### src/rtl/load_response_scatter_unit_pkg.sv
// rtl/load_response_scatter_unit_pkg.sv - shared types, sizes and helpers for the load response scatter unit
package ldst_pkg;

  localparam int LINE_BYTES = 32;
  localparam int LINE_BITS  = LINE_BYTES * 8;
  localparam int N          = LINE_BYTES / 4;
  localparam int O          = $clog2(LINE_BYTES);
  localparam int NUM_TAGS   = 4;
  localparam int TAG_W      = $clog2(NUM_TAGS);
  localparam int BIT_W      = $clog2(N);

  typedef enum logic [1:0] {
    SIZE_1B = 2'b00,
    SIZE_2B = 2'b01,
    SIZE_4B = 2'b10,
    SIZE_8B = 2'b11
  } size_e;

  typedef enum logic {
    ST_IDLE    = 1'b0,
    ST_SCATTER = 1'b1
  } state_e;

  typedef struct packed {
    logic [3:0]     block_id;
    logic [9:0]     base_tid;
    logic [N-1:0]   tid_bitmap;
    size_e          size;
    logic [6:0]     ld_dest_reg;
    logic [N*O-1:0] address_map;
  } tag_entry_t;

  function automatic logic [3:0] size_to_bytes(size_e s);
    return 4'd1 << s;
  endfunction

  function automatic logic [BIT_W-1:0] lowest_set_bit(logic [N-1:0] v);
    logic [BIT_W-1:0] idx;
    idx = '0;
    for (int i = N - 1; i >= 0; i--) begin
      if (v[i]) idx = BIT_W'(i);
    end
    return idx;
  endfunction

endpackage

### src/rtl/load_response_scatter_unit_if.sv
// rtl/load_response_scatter_unit_if.sv - command, memory and writeback buses of the scatter unit
interface load_response_scatter_unit_if;
  import ldst_pkg::*;

  logic                 req_valid;
  logic                 req_ready;
  logic [3:0]           req_block_id;
  logic [9:0]           req_base_tid;
  logic [N-1:0]         req_tid_bitmap;
  logic                 req_write_enable;
  logic [LINE_BITS-1:0] req_write_data;
  logic [LINE_BYTES-1:0] req_write_mask;
  logic [63:0]          req_address;
  logic [1:0]           req_size;
  logic [6:0]           req_ld_dest_reg;
  logic [N*O-1:0]       req_address_map;

  logic                 mem_req_valid;
  logic                 mem_req_ready;
  logic                 mem_req_write_enable;
  logic [LINE_BITS-1:0] mem_req_write_data;
  logic [LINE_BYTES-1:0] mem_req_write_mask;
  logic [63:0]          mem_req_address;
  logic [TAG_W-1:0]     mem_req_tag;

  logic                 mem_rsp_valid;
  logic                 mem_rsp_ready;
  logic [TAG_W-1:0]     mem_rsp_tag;
  logic [LINE_BITS-1:0] mem_rsp_data;

  logic                 wb_valid;
  logic                 wb_ready;
  logic [3:0]           wb_block_id;
  logic [9:0]           wb_tid;
  logic [6:0]           wb_ld_dest_reg;
  logic [63:0]          wb_data;

  logic [TAG_W:0]       outstanding_count;
  logic                 err_unexpected_rsp;

  modport slave (
    input  req_valid, req_block_id, req_base_tid, req_tid_bitmap, req_write_enable,
           req_write_data, req_write_mask, req_address, req_size, req_ld_dest_reg, req_address_map,
           mem_req_ready, mem_rsp_valid, mem_rsp_tag, mem_rsp_data, wb_ready,
    output req_ready, mem_req_valid, mem_req_write_enable, mem_req_write_data, mem_req_write_mask,
           mem_req_address, mem_req_tag, mem_rsp_ready, wb_valid, wb_block_id, wb_tid,
           wb_ld_dest_reg, wb_data, outstanding_count, err_unexpected_rsp
  );

  modport master (
    output req_valid, req_block_id, req_base_tid, req_tid_bitmap, req_write_enable,
           req_write_data, req_write_mask, req_address, req_size, req_ld_dest_reg, req_address_map,
           mem_req_ready, mem_rsp_valid, mem_rsp_tag, mem_rsp_data, wb_ready,
    input  req_ready, mem_req_valid, mem_req_write_enable, mem_req_write_data, mem_req_write_mask,
           mem_req_address, mem_req_tag, mem_rsp_ready, wb_valid, wb_block_id, wb_tid,
           wb_ld_dest_reg, wb_data, outstanding_count, err_unexpected_rsp
  );

endinterface

### src/rtl/load_response_scatter_unit_tag_table.sv
// rtl/load_response_scatter_unit_tag_table.sv - outstanding-load metadata with lowest-free allocation
module ldst_tag_table
  import ldst_pkg::*;
(
  input  logic                clk,
  input  logic                rst,
  input  logic                i_alloc,
  input  tag_entry_t          i_alloc_entry,
  output logic [TAG_W-1:0]    o_alloc_tag,
  output logic                o_free_exists,
  input  logic                i_free,
  input  logic [TAG_W-1:0]    i_free_tag,
  input  logic [TAG_W-1:0]    i_lookup_tag,
  output tag_entry_t          o_lookup_entry,
  output logic [NUM_TAGS-1:0] o_valid,
  output logic [TAG_W:0]      o_count
);

  logic [NUM_TAGS-1:0] r_valid;
  tag_entry_t          r_entries [NUM_TAGS];

  // Allocation looks only at the registered valid vector, so a tag freed this cycle is reusable next cycle.
  always_comb begin
    o_alloc_tag   = '0;
    o_free_exists = 1'b0;
    o_count       = '0;
    for (int i = NUM_TAGS - 1; i >= 0; i--) begin
      if (!r_valid[i]) begin
        o_alloc_tag   = TAG_W'(i);
        o_free_exists = 1'b1;
      end
    end
    for (int i = 0; i < NUM_TAGS; i++) begin
      o_count = o_count + (TAG_W + 1)'(r_valid[i]);
    end
  end

  always_ff @(posedge clk or posedge rst) begin
    if (rst) begin
      r_valid <= '0;
    end else begin
      if (i_free) r_valid[i_free_tag] <= 1'b0;
      if (i_alloc) r_valid[o_alloc_tag] <= 1'b1;
    end
  end

  always_ff @(posedge clk) begin
    if (i_alloc) r_entries[o_alloc_tag] <= i_alloc_entry;
  end

  assign o_lookup_entry = r_entries[i_lookup_tag];
  assign o_valid        = r_valid;

endmodule

### src/rtl/load_response_scatter_unit.sv
// rtl/load_response_scatter_unit.sv - tags coalesced loads and scatters each returned line into per-thread writebacks
module load_response_scatter_unit
  import ldst_pkg::*;
(
  input logic clk,
  input logic rst,
  load_response_scatter_unit_if.slave bus
);

  state_e               r_state, w_state_next;
  tag_entry_t           r_entry;
  logic [LINE_BITS-1:0] r_line;
  logic [TAG_W-1:0]     r_tag;
  logic                 r_err;

  tag_entry_t           w_new_entry, w_lookup_entry;
  logic [NUM_TAGS-1:0]  w_valid_vec;
  logic [TAG_W-1:0]     w_alloc_tag;
  logic                 w_free_exists, w_can_issue, w_alloc, w_free, w_latch, w_set_err, w_wb_hs;
  logic [N-1:0]         w_bitmap_next;
  logic [BIT_W-1:0]     w_bit;
  logic [O-1:0]         w_map_off, w_off;
  logic [63:0]          w_shifted, w_data;

  assign w_can_issue            = bus.req_write_enable || w_free_exists;
  assign bus.mem_req_valid      = bus.req_valid && w_can_issue;
  assign bus.req_ready          = bus.mem_req_ready && w_can_issue;
  assign w_alloc                = bus.req_valid && bus.req_ready && !bus.req_write_enable;
  assign bus.mem_req_tag        = bus.req_write_enable ? '0 : w_alloc_tag;
  assign bus.mem_req_write_enable = bus.req_write_enable;
  assign bus.mem_req_write_data = bus.req_write_data;
  assign bus.mem_req_write_mask = bus.req_write_mask;
  assign bus.mem_req_address    = bus.req_address;

  assign w_new_entry = '{block_id:    bus.req_block_id,
                         base_tid:    bus.req_base_tid,
                         tid_bitmap:  bus.req_tid_bitmap,
                         size:        size_e'(bus.req_size),
                         ld_dest_reg: bus.req_ld_dest_reg,
                         address_map: bus.req_address_map};

  ldst_tag_table u_tag_table (
    .clk            (clk),
    .rst            (rst),
    .i_alloc        (w_alloc),
    .i_alloc_entry  (w_new_entry),
    .o_alloc_tag    (w_alloc_tag),
    .o_free_exists  (w_free_exists),
    .i_free         (w_free),
    .i_free_tag     (r_tag),
    .i_lookup_tag   (bus.mem_rsp_tag),
    .o_lookup_entry (w_lookup_entry),
    .o_valid        (w_valid_vec),
    .o_count        (bus.outstanding_count)
  );

  // Lane offset is aligned down to the access size so an access never straddles its natural boundary.
  assign w_bit     = lowest_set_bit(r_entry.tid_bitmap);
  assign w_map_off = r_entry.address_map[int'(w_bit) * O +: O];
  assign w_off     = w_map_off & ~(O'(size_to_bytes(r_entry.size)) - O'(1));
  assign w_shifted = 64'(r_line >> {w_off, 3'b000});

  always_comb begin
    w_data = '0;
    case (r_entry.size)
      SIZE_1B: w_data = {56'd0, w_shifted[7:0]};
      SIZE_2B: w_data = {48'd0, w_shifted[15:0]};
      SIZE_4B: w_data = {32'd0, w_shifted[31:0]};
      SIZE_8B: w_data = w_shifted;
      default: w_data = '0;
    endcase
  end

  assign bus.wb_block_id        = r_entry.block_id;
  assign bus.wb_tid             = r_entry.base_tid + 10'(w_bit);
  assign bus.wb_ld_dest_reg     = r_entry.ld_dest_reg;
  assign bus.wb_data            = w_data;
  assign bus.err_unexpected_rsp = r_err;

  always_ff @(posedge clk or posedge rst) begin
    if (rst) r_state <= ST_IDLE;
    else     r_state <= w_state_next;
  end

  always_comb begin
    w_state_next      = r_state;
    w_free            = 1'b0;
    w_latch           = 1'b0;
    w_set_err         = 1'b0;
    bus.mem_rsp_ready = 1'b0;
    bus.wb_valid      = 1'b0;
    w_bitmap_next     = r_entry.tid_bitmap & ~(N'(1) << w_bit);
    case (r_state)
      ST_IDLE: begin
        bus.mem_rsp_ready = 1'b1;
        if (bus.mem_rsp_valid) begin
          if (w_valid_vec[bus.mem_rsp_tag]) begin
            w_latch      = 1'b1;
            w_state_next = ST_SCATTER;
          end else begin
            w_set_err = 1'b1;
          end
        end
      end
      ST_SCATTER: begin
        bus.wb_valid = |r_entry.tid_bitmap;
        if (!bus.wb_valid || (bus.wb_ready && w_bitmap_next == '0)) begin
          w_free       = 1'b1;
          w_state_next = ST_IDLE;
        end
      end
      default: w_state_next = ST_IDLE;
    endcase
    w_wb_hs = bus.wb_valid && bus.wb_ready;
  end

  always_ff @(posedge clk or posedge rst) begin
    if (rst) begin
      r_entry <= '0;
      r_line  <= '0;
      r_tag   <= '0;
      r_err   <= 1'b0;
    end else begin
      if (w_latch) begin
        r_entry <= w_lookup_entry;
        r_line  <= bus.mem_rsp_data;
        r_tag   <= bus.mem_rsp_tag;
      end else if (w_wb_hs) begin
        r_entry.tid_bitmap <= w_bitmap_next;
      end
      if (w_set_err) r_err <= 1'b1;
    end
  end

endmodule

### src/flat_wrapper.sv
// flat-port wrapper written by rule: the top's interface ports become plain ports
module load_response_scatter_unit_flat import ldst_pkg::*;
  (clk, rst, bus_req_valid, bus_req_block_id, bus_req_base_tid, bus_req_tid_bitmap, bus_req_write_enable, bus_req_write_data, bus_req_write_mask, bus_req_address, bus_req_size, bus_req_ld_dest_reg, bus_req_address_map, bus_mem_req_ready, bus_mem_rsp_valid, bus_mem_rsp_tag, bus_mem_rsp_data, bus_wb_ready, bus_req_ready, bus_mem_req_valid, bus_mem_req_write_enable, bus_mem_req_write_data, bus_mem_req_write_mask, bus_mem_req_address, bus_mem_req_tag, bus_mem_rsp_ready, bus_wb_valid, bus_wb_block_id, bus_wb_tid, bus_wb_ld_dest_reg, bus_wb_data, bus_outstanding_count, bus_err_unexpected_rsp);
  load_response_scatter_unit_if bus_i ();
  input logic clk;
  input logic rst;
  input wire logic [$bits(bus_i.req_valid)-1:0] bus_req_valid;
  input wire logic [$bits(bus_i.req_block_id)-1:0] bus_req_block_id;
  input wire logic [$bits(bus_i.req_base_tid)-1:0] bus_req_base_tid;
  input wire logic [$bits(bus_i.req_tid_bitmap)-1:0] bus_req_tid_bitmap;
  input wire logic [$bits(bus_i.req_write_enable)-1:0] bus_req_write_enable;
  input wire logic [$bits(bus_i.req_write_data)-1:0] bus_req_write_data;
  input wire logic [$bits(bus_i.req_write_mask)-1:0] bus_req_write_mask;
  input wire logic [$bits(bus_i.req_address)-1:0] bus_req_address;
  input wire logic [$bits(bus_i.req_size)-1:0] bus_req_size;
  input wire logic [$bits(bus_i.req_ld_dest_reg)-1:0] bus_req_ld_dest_reg;
  input wire logic [$bits(bus_i.req_address_map)-1:0] bus_req_address_map;
  input wire logic [$bits(bus_i.mem_req_ready)-1:0] bus_mem_req_ready;
  input wire logic [$bits(bus_i.mem_rsp_valid)-1:0] bus_mem_rsp_valid;
  input wire logic [$bits(bus_i.mem_rsp_tag)-1:0] bus_mem_rsp_tag;
  input wire logic [$bits(bus_i.mem_rsp_data)-1:0] bus_mem_rsp_data;
  input wire logic [$bits(bus_i.wb_ready)-1:0] bus_wb_ready;
  output wire logic [$bits(bus_i.req_ready)-1:0] bus_req_ready;
  output wire logic [$bits(bus_i.mem_req_valid)-1:0] bus_mem_req_valid;
  output wire logic [$bits(bus_i.mem_req_write_enable)-1:0] bus_mem_req_write_enable;
  output wire logic [$bits(bus_i.mem_req_write_data)-1:0] bus_mem_req_write_data;
  output wire logic [$bits(bus_i.mem_req_write_mask)-1:0] bus_mem_req_write_mask;
  output wire logic [$bits(bus_i.mem_req_address)-1:0] bus_mem_req_address;
  output wire logic [$bits(bus_i.mem_req_tag)-1:0] bus_mem_req_tag;
  output wire logic [$bits(bus_i.mem_rsp_ready)-1:0] bus_mem_rsp_ready;
  output wire logic [$bits(bus_i.wb_valid)-1:0] bus_wb_valid;
  output wire logic [$bits(bus_i.wb_block_id)-1:0] bus_wb_block_id;
  output wire logic [$bits(bus_i.wb_tid)-1:0] bus_wb_tid;
  output wire logic [$bits(bus_i.wb_ld_dest_reg)-1:0] bus_wb_ld_dest_reg;
  output wire logic [$bits(bus_i.wb_data)-1:0] bus_wb_data;
  output wire logic [$bits(bus_i.outstanding_count)-1:0] bus_outstanding_count;
  output wire logic [$bits(bus_i.err_unexpected_rsp)-1:0] bus_err_unexpected_rsp;
  assign bus_i.req_valid = bus_req_valid;
  assign bus_i.req_block_id = bus_req_block_id;
  assign bus_i.req_base_tid = bus_req_base_tid;
  assign bus_i.req_tid_bitmap = bus_req_tid_bitmap;
  assign bus_i.req_write_enable = bus_req_write_enable;
  assign bus_i.req_write_data = bus_req_write_data;
  assign bus_i.req_write_mask = bus_req_write_mask;
  assign bus_i.req_address = bus_req_address;
  assign bus_i.req_size = bus_req_size;
  assign bus_i.req_ld_dest_reg = bus_req_ld_dest_reg;
  assign bus_i.req_address_map = bus_req_address_map;
  assign bus_i.mem_req_ready = bus_mem_req_ready;
  assign bus_i.mem_rsp_valid = bus_mem_rsp_valid;
  assign bus_i.mem_rsp_tag = bus_mem_rsp_tag;
  assign bus_i.mem_rsp_data = bus_mem_rsp_data;
  assign bus_i.wb_ready = bus_wb_ready;
  assign bus_req_ready = bus_i.req_ready;
  assign bus_mem_req_valid = bus_i.mem_req_valid;
  assign bus_mem_req_write_enable = bus_i.mem_req_write_enable;
  assign bus_mem_req_write_data = bus_i.mem_req_write_data;
  assign bus_mem_req_write_mask = bus_i.mem_req_write_mask;
  assign bus_mem_req_address = bus_i.mem_req_address;
  assign bus_mem_req_tag = bus_i.mem_req_tag;
  assign bus_mem_rsp_ready = bus_i.mem_rsp_ready;
  assign bus_wb_valid = bus_i.wb_valid;
  assign bus_wb_block_id = bus_i.wb_block_id;
  assign bus_wb_tid = bus_i.wb_tid;
  assign bus_wb_ld_dest_reg = bus_i.wb_ld_dest_reg;
  assign bus_wb_data = bus_i.wb_data;
  assign bus_outstanding_count = bus_i.outstanding_count;
  assign bus_err_unexpected_rsp = bus_i.err_unexpected_rsp;
  load_response_scatter_unit u_core (.clk(clk), .rst(rst), .bus(bus_i));
endmodule
### config.mk
export PLATFORM = sky130hd
export DESIGN_NAME = load_response_scatter_unit_flat
export DESIGN_NICKNAME = d
export VERILOG_FILES = /design/src/rtl/load_response_scatter_unit_pkg.sv /design/src/rtl/load_response_scatter_unit_if.sv /design/src/rtl/load_response_scatter_unit_tag_table.sv /design/src/rtl/load_response_scatter_unit.sv /design/src/flat_wrapper.sv
export SDC_FILE = /design/constraint.sdc
export NUM_CORES = 2
export LEC_CHECK = 0
export ABC_CLOCK_PERIOD_IN_PS = 9800
export CAP_MARGIN = 20
export CORE_AREA = 3 3 435 437
export DETAILED_ROUTE_END_ITERATION = 12
export DIE_AREA = 0 0 438 440
export GPL_ROUTABILITY_DRIVEN = 0
export SLEW_MARGIN = 20
export SYNTH_ARGS = -nofsm -noshare
export SYNTH_HDL_FRONTEND = slang
export SYNTH_SLANG_ARGS = --single-unit
### constraint.sdc
create_clock -name clk -period 9.8 [get_ports clk]
set_clock_uncertainty 0.2 [all_clocks]
set_input_delay 0.98 -clock clk [delete_from_list [all_inputs] [get_ports clk]]
set_output_delay 0.98 -clock clk [all_outputs]
set_load 0.1 [all_outputs]
After elaboration in Yosys (flattened, before gate mapping)
Memory sizes are Yosys's and may differ from the RTL's. Cells that the tools add are included.

Register bits after elaboration: 335. Input bits: 688. Output and inout bits: 448. Memories: 1. Bits in writable memories: 284. Word-level logic and storage cells: 96.

Memories: u_core.u_tag_table.r_entries (words 4, width 71, rd ports 1, clocked after Yosys merged registers in 0, wr ports 1, RTL line load_response_scatter_unit_tag_table.sv:20) `tag_entry_t r_entries [NUM_TAGS];`.

Multiply operators: 1. Reduce and logical (&&, ||, !) cells: 16. Magnitude comparators: 5. Bitwise operators: 8. Eq/ne operators: 3. Add/sub/neg operators: 5. Muxes and demuxes: 42. Shift operators: 4.

Operators by type and width (number): 64-bit case mux with 4 select lines (1); 256-bit by 8-bit right shift with 64-bit output (1); 40-bit by 32-bit variable part select with 5-bit output (1); 3-bit two-way mux (8); 1-bit two-way mux (20); 8-bit two-way mux (2); 10-bit by 3-bit adder with 10-bit output (1); 2-bit two-way mux (5); 2-bit by 3-bit less-than comparator with 1-bit output, second input constant (3); 8-bit AND (1); 1-bit logical AND (8); 8-bit logical NOT (1); 4-bit two-way mux (2); 8-bit NOT (1); 8-bit OR reduction (1); 1-bit by 3-bit left shift with 8-bit output, first input constant (1); 3-bit by 3-bit multiplier with 6-bit output, second input constant (1); 5-bit AND (1); 5-bit NOT (1); 4-bit by 1-bit subtractor with 5-bit output, second input constant (1); 4-bit AND (1); 1-bit demux with 2-bit select (2); 2-bit equality test, second input constant (2); 2-bit by 1-bit >= comparator with 1-bit output, second input constant (2); 14 further kinds (16).

Longest topological paths before layout
Word-level depth: 19. Mapped depth: 16. Mapped depth without buffers: 11.

Hierarchy
From an unflattened synthesis, not the netlist that was laid out.

Cell total of the unflattened synthesis: 3746. Area total of the unflattened synthesis: 36196.0 µm².

Modules (own cells, without submodules): load_response_scatter_unit (area each 25577.0 µm², sequential area each 8282.9 µm², instances 1, cells an instance 3340); ldst_tag_table (area each 10618.9 µm², sequential area each 8628.3 µm², instances 1, cells an instance 406).

Worst setup path before layout
No wires, ideal clock.

Path type: register -> output. From: register u_core.r_entry[53] in the netlist's numbering. To: output bus_wb_data[24]. Data arrival time: 5.822 ns. Path buffers: 6. Required time: 8.620 ns. Stages on the path, launching flop included: 15. Slack: 2.798 ns. Cells stage by stage: dfrtp_1 -> buf_2 -> nor2b_2 -> a211o_1 -> buf_4 -> mux2i_1 -> o21ai_2 -> o211a_1 -> buf_6 -> buf_6 -> buf_4 -> buf_4 -> nand3_1 -> a31o_1 -> a2111oi_1.

Word-level cells in the longest chain between the ends: 10.

Ends and longest elaborated chain: start, declared (RTL line load_response_scatter_unit.sv:11) `tag_entry_t r_entry;`; start signal, assigned (RTL line load_response_scatter_unit.sv:125) `r_entry <= w_lookup_entry;`; 3-bit two-way mux (5 in series) (RTL line load_response_scatter_unit_pkg.sv:41) `if (v[i]) idx = BIT_W'(i);`; 3-bit by 3-bit multiplier with 6-bit output (RTL line load_response_scatter_unit.sv:59) `assign w_map_off = r_entry.address_map[int'(w_bit) * O +: O];`; 40-bit by 32-bit variable part select with 5-bit output (RTL line load_response_scatter_unit.sv:59); 5-bit AND (RTL line load_response_scatter_unit.sv:60) `assign w_off = w_map_off & ~(O'(size_to_bytes(r_entry.size)) - O'(1));`; 256-bit by 8-bit right shift with 64-bit output (RTL line load_response_scatter_unit.sv:61) `assign w_shifted = 64'(r_line >> {w_off, 3'b000});`; 64-bit case mux with 4 select lines (RTL line load_response_scatter_unit.sv:65) `case (r_entry.size)`; end, declared (RTL line flat_wrapper.sv:35) `output wire logic [$bits(bus_i.wb_data)-1:0] bus_wb_data;`.

Every way passes these cells. The select of a mux whose other input is x is not followed.

Worst setup path after layout
From: register u_core.r_entry[52] in the netlist's numbering. To: output bus_wb_data[27].

Word-level cells in the longest chain between the ends: 9.

Ends and longest elaborated chain (RTL line): 3-bit two-way mux (4 in series) (load_response_scatter_unit_pkg.sv:41); 3-bit by 3-bit multiplier with 6-bit output (load_response_scatter_unit.sv:59); 40-bit by 32-bit variable part select with 5-bit output (load_response_scatter_unit.sv:59); 5-bit AND (load_response_scatter_unit.sv:60); 256-bit by 8-bit right shift with 64-bit output (load_response_scatter_unit.sv:61); 64-bit case mux with 4 select lines (load_response_scatter_unit.sv:65).

Every way passes these cells. The select of a mux whose other input is x is not followed.

==> reports/metrics.yaml <==
outcome: "complete, no violations"
clock-sinks: 619
crit_slowest_cell: "clkdlybuf4s50_1"
grt_max_degree: 173
clk_pin_slew_ns: 0.06
die_area_um2: 193000
yosys-top-cells-area: "edfxtp_1, dfrtp_1, nand2_1"
die_h_um: 440
overflow: 0
hold_viol_final: 0
core_area_um2: 185000
cpMostUsedCell: "buf_4"
numCtsBuffers: 75
clock_latency_ns: 0.69
drive_above_1_share_pct: 8.73
syn_inst: 4002
die_w_um: 438
max_freq_mhz: 118
min_period_ns: 8.46
grt_pass1_wl_um: 260000
synthToLayoutAreaGrowth_pct: 18.1
worst_pin_slew_ns: 1.16
top_register: "u_core.u_tag_table.r_entries"
cp_max_fo: 42
syn_avg_cell_area_um2: 9.25
timing.final.crit_share_pct: 86.3
clockBufferDepth: 3
syn_nets: 4698
drc: 0
rows: 158
hold_depth: 2
synth_top_area_share_pct: 23.0
io_pins: 1136
synthArstFlopShare_pct: 54.1
gr-usage-all-layers_pct: 19.3
post-cts-setup-buffers: 0
dr.first_iter.drc_count: 4635
grt_setup_unrepaired: "no"
fin_nets: 4635
yosysSeqAreaShare_pct: 45.7
slew_violations: 0
slew_headroom_pct: 21.8
grt_pass1_vias: 31083
totalWireLength_um: 194000
critPathCaptureType: "primary output"
setup_viol: 0
synth_edf_count: 284
drtAntennaViolNets: 0
synth-seq-cells: 619
largestRegisters: "u_core.u_tag_table.r_entries (284), u_core.r_line (256), u_core.r_entry (60)"
dp_hpwl_um: 149000
cpLargestDelayFamily: "compound AO/OA/AOI/OAI gates"
min_from: "u_core.r_entry[22]"
largest_reg_flops: 284
reg2reg_from: "u_core.r_state"
vias: 32748
antenna_found_initial: 110
tritoncts: "built"
ys.flop_type: "dfrtp_1"
cts_resized: 0
hp-class: "flop to flop"
wl_per_cell_um: 29.9
worstPathCellList: "nor2_1 > a211o_1 > nand2_1 > a32oi_2 > o211a_4 > buf_4 > buf_4 > a21oi_1 > a221oi_1 > a211oi_1 > o41ai_1 > clkdlybuf4s50_1"
max_stage_delay_ns: 1.31
via_per_inst: 5.05
r2r-end: "u_core.r_line[86]"
firstDrtPassIters: 7
ff2ff_path_depth: 6
initial_core_util_pct: 20.0
root_buffer: "clkbuf_16"
yosys.cell_types.count: 92
min_to: "u_core.r_entry[22]"
io_buffers: 431
cts_hold_buffers: 0
cp_data_required_time_ns: 8.62
ff2ff_setup_slack_ns: 6.30
worstSetupStartpointType: "flop"
tns_ns: 0
syn-cell-area_um2: 37000
synth_top_cells_by_count: "nand2_1, buf_4, dfrtp_1"
synth.yosys.warnings: 0
cp_num_buf_inv: 3
synthMostInstantiatedCell: "nand2_1"
yosysTopAreaCell: "edfxtp_1"
critical_path_class: "flop to primary output"
drv_cap: 0
cp.arrival_ns: 7.28
cts-htree-levels: 3
## placed cells by master (no fill, tap or decap), types with 11 or more instances in the layout
cell type / Yosys / layout
a211oi_1: 26 / 26
a21oi_1: 201 / 201
a221oi_1: 33 / 33
a22o_1: 11 / 11
a22oi_1: 52 / 52
a31oi_1: 41 / 41
a32oi_1: 28 / 28
and3_1: 42 / 40
buf_12: 0 / 11
buf_4: 400 / 63
clkbuf_16: 0 / 76
clkbuf_8: 0 / 11
clkdlybuf4s50_1: 0 / 421
clkinv_2: 0 / 11
dfrtp_1: 335 / 335
edfxtp_1: 284 / 284
inv_1: 14 / 13
mux2_2: 19 / 19
mux2i_1: 221 / 220
mux4_2: 89 / 89
nand2_1: 1469 / 1469
nand3_1: 81 / 80
nor2_1: 61 / 58
nor3_1: 30 / 28
nor4_1: 22 / 20
o211ai_1: 15 / 15
o21ai_0: 57 / 57
o21ai_1: 11 / 11
o221ai_1: 15 / 15
o22ai_1: 51 / 50
## worst reg2reg max path: cells and delay by family, from the launching register on
kind	cells	cell delay, ns
buffers and inverters	3	1.49
DFF	1	0.63
and+or+nand+nor	3	1.11
## cell type report
| class | count | area, um2 |
|---|---|---|
| Sequential cell | 619 | 16900 |
| Inverter | 15 | 60.1 |
| Antenna cell | 9 | 22.5 |
| Timing Repair Buffer | 496 | 4910 |
| Tap cell | 2480 | 3100 |
| Clock inverter | 42 | 572 |
| Clock buffer | 95 | 2080 |
| Fill cell | 20122 | 142000 |
| Multi-Input combinational cell | 2732 | 16100 |
## per-layer routing
metal	routed length, um	part of all wire [%]	vias to the layer above	GRT usage, %
met5	88	0.045	-	0
met3	24400	13	876	7.99
met4	13400	6.9	12	10.6
met2	92600	48	2626	32.5
met1	63200	33	15671	20.4
li1	-	-	13563	-
## kinds of logic after synthesis
logic type                 after synthesis  share of synthesized area (%)
buffers and inverters                  651                           11.3
DFF                                    619                           45.7
xor gates and xnor gates                 8                          0.189
adders and majority gates                9                          0.338
and+or+nand+nor                       1752                           19.0
AOI/OAI and AO/OA                      633                           11.5
muxes                                  330                           12.0
## stage by stage
stage                     area (um2)  util, %  hold WS, ns  std cells  setup WS [ns]
final                          43700     23.6        0.273       6488           1.34
after global routing           43700     23.6        0.306       6483           1.03
after CTS                      43700     23.6        0.278       6479           1.48
after detailed placement       41100     22.1        0.265       6342           2.28
after global placement         41000     22.1        0.266       6341           2.05
after floorplan                37000        -        0.239       4002           2.80
## worst max path at each step
stage	startpoint	to	slack [ns]	cells past startpoint
2_1_floorplan	u_core.r_entry[53]	bus_wb_data[24]	2.80	14
3_3_place_gp	u_core.r_entry[49]	bus_wb_data[18]	2.05	12
3_5_place_dp	u_core.r_entry[52]	bus_wb_data[27]	2.28	12
4_1_cts	u_core.r_entry[52]	bus_wb_data[27]	1.48	12
5_1_grt	u_core.r_entry[49]	bus_wb_data[19]	1.03	12
6_report	u_core.r_entry[52]	bus_wb_data[27]	1.34	12
Power is left out: the tool's default activity adds up to more than one toggle a clock period on the data nets, which glitch-free logic cannot reach.
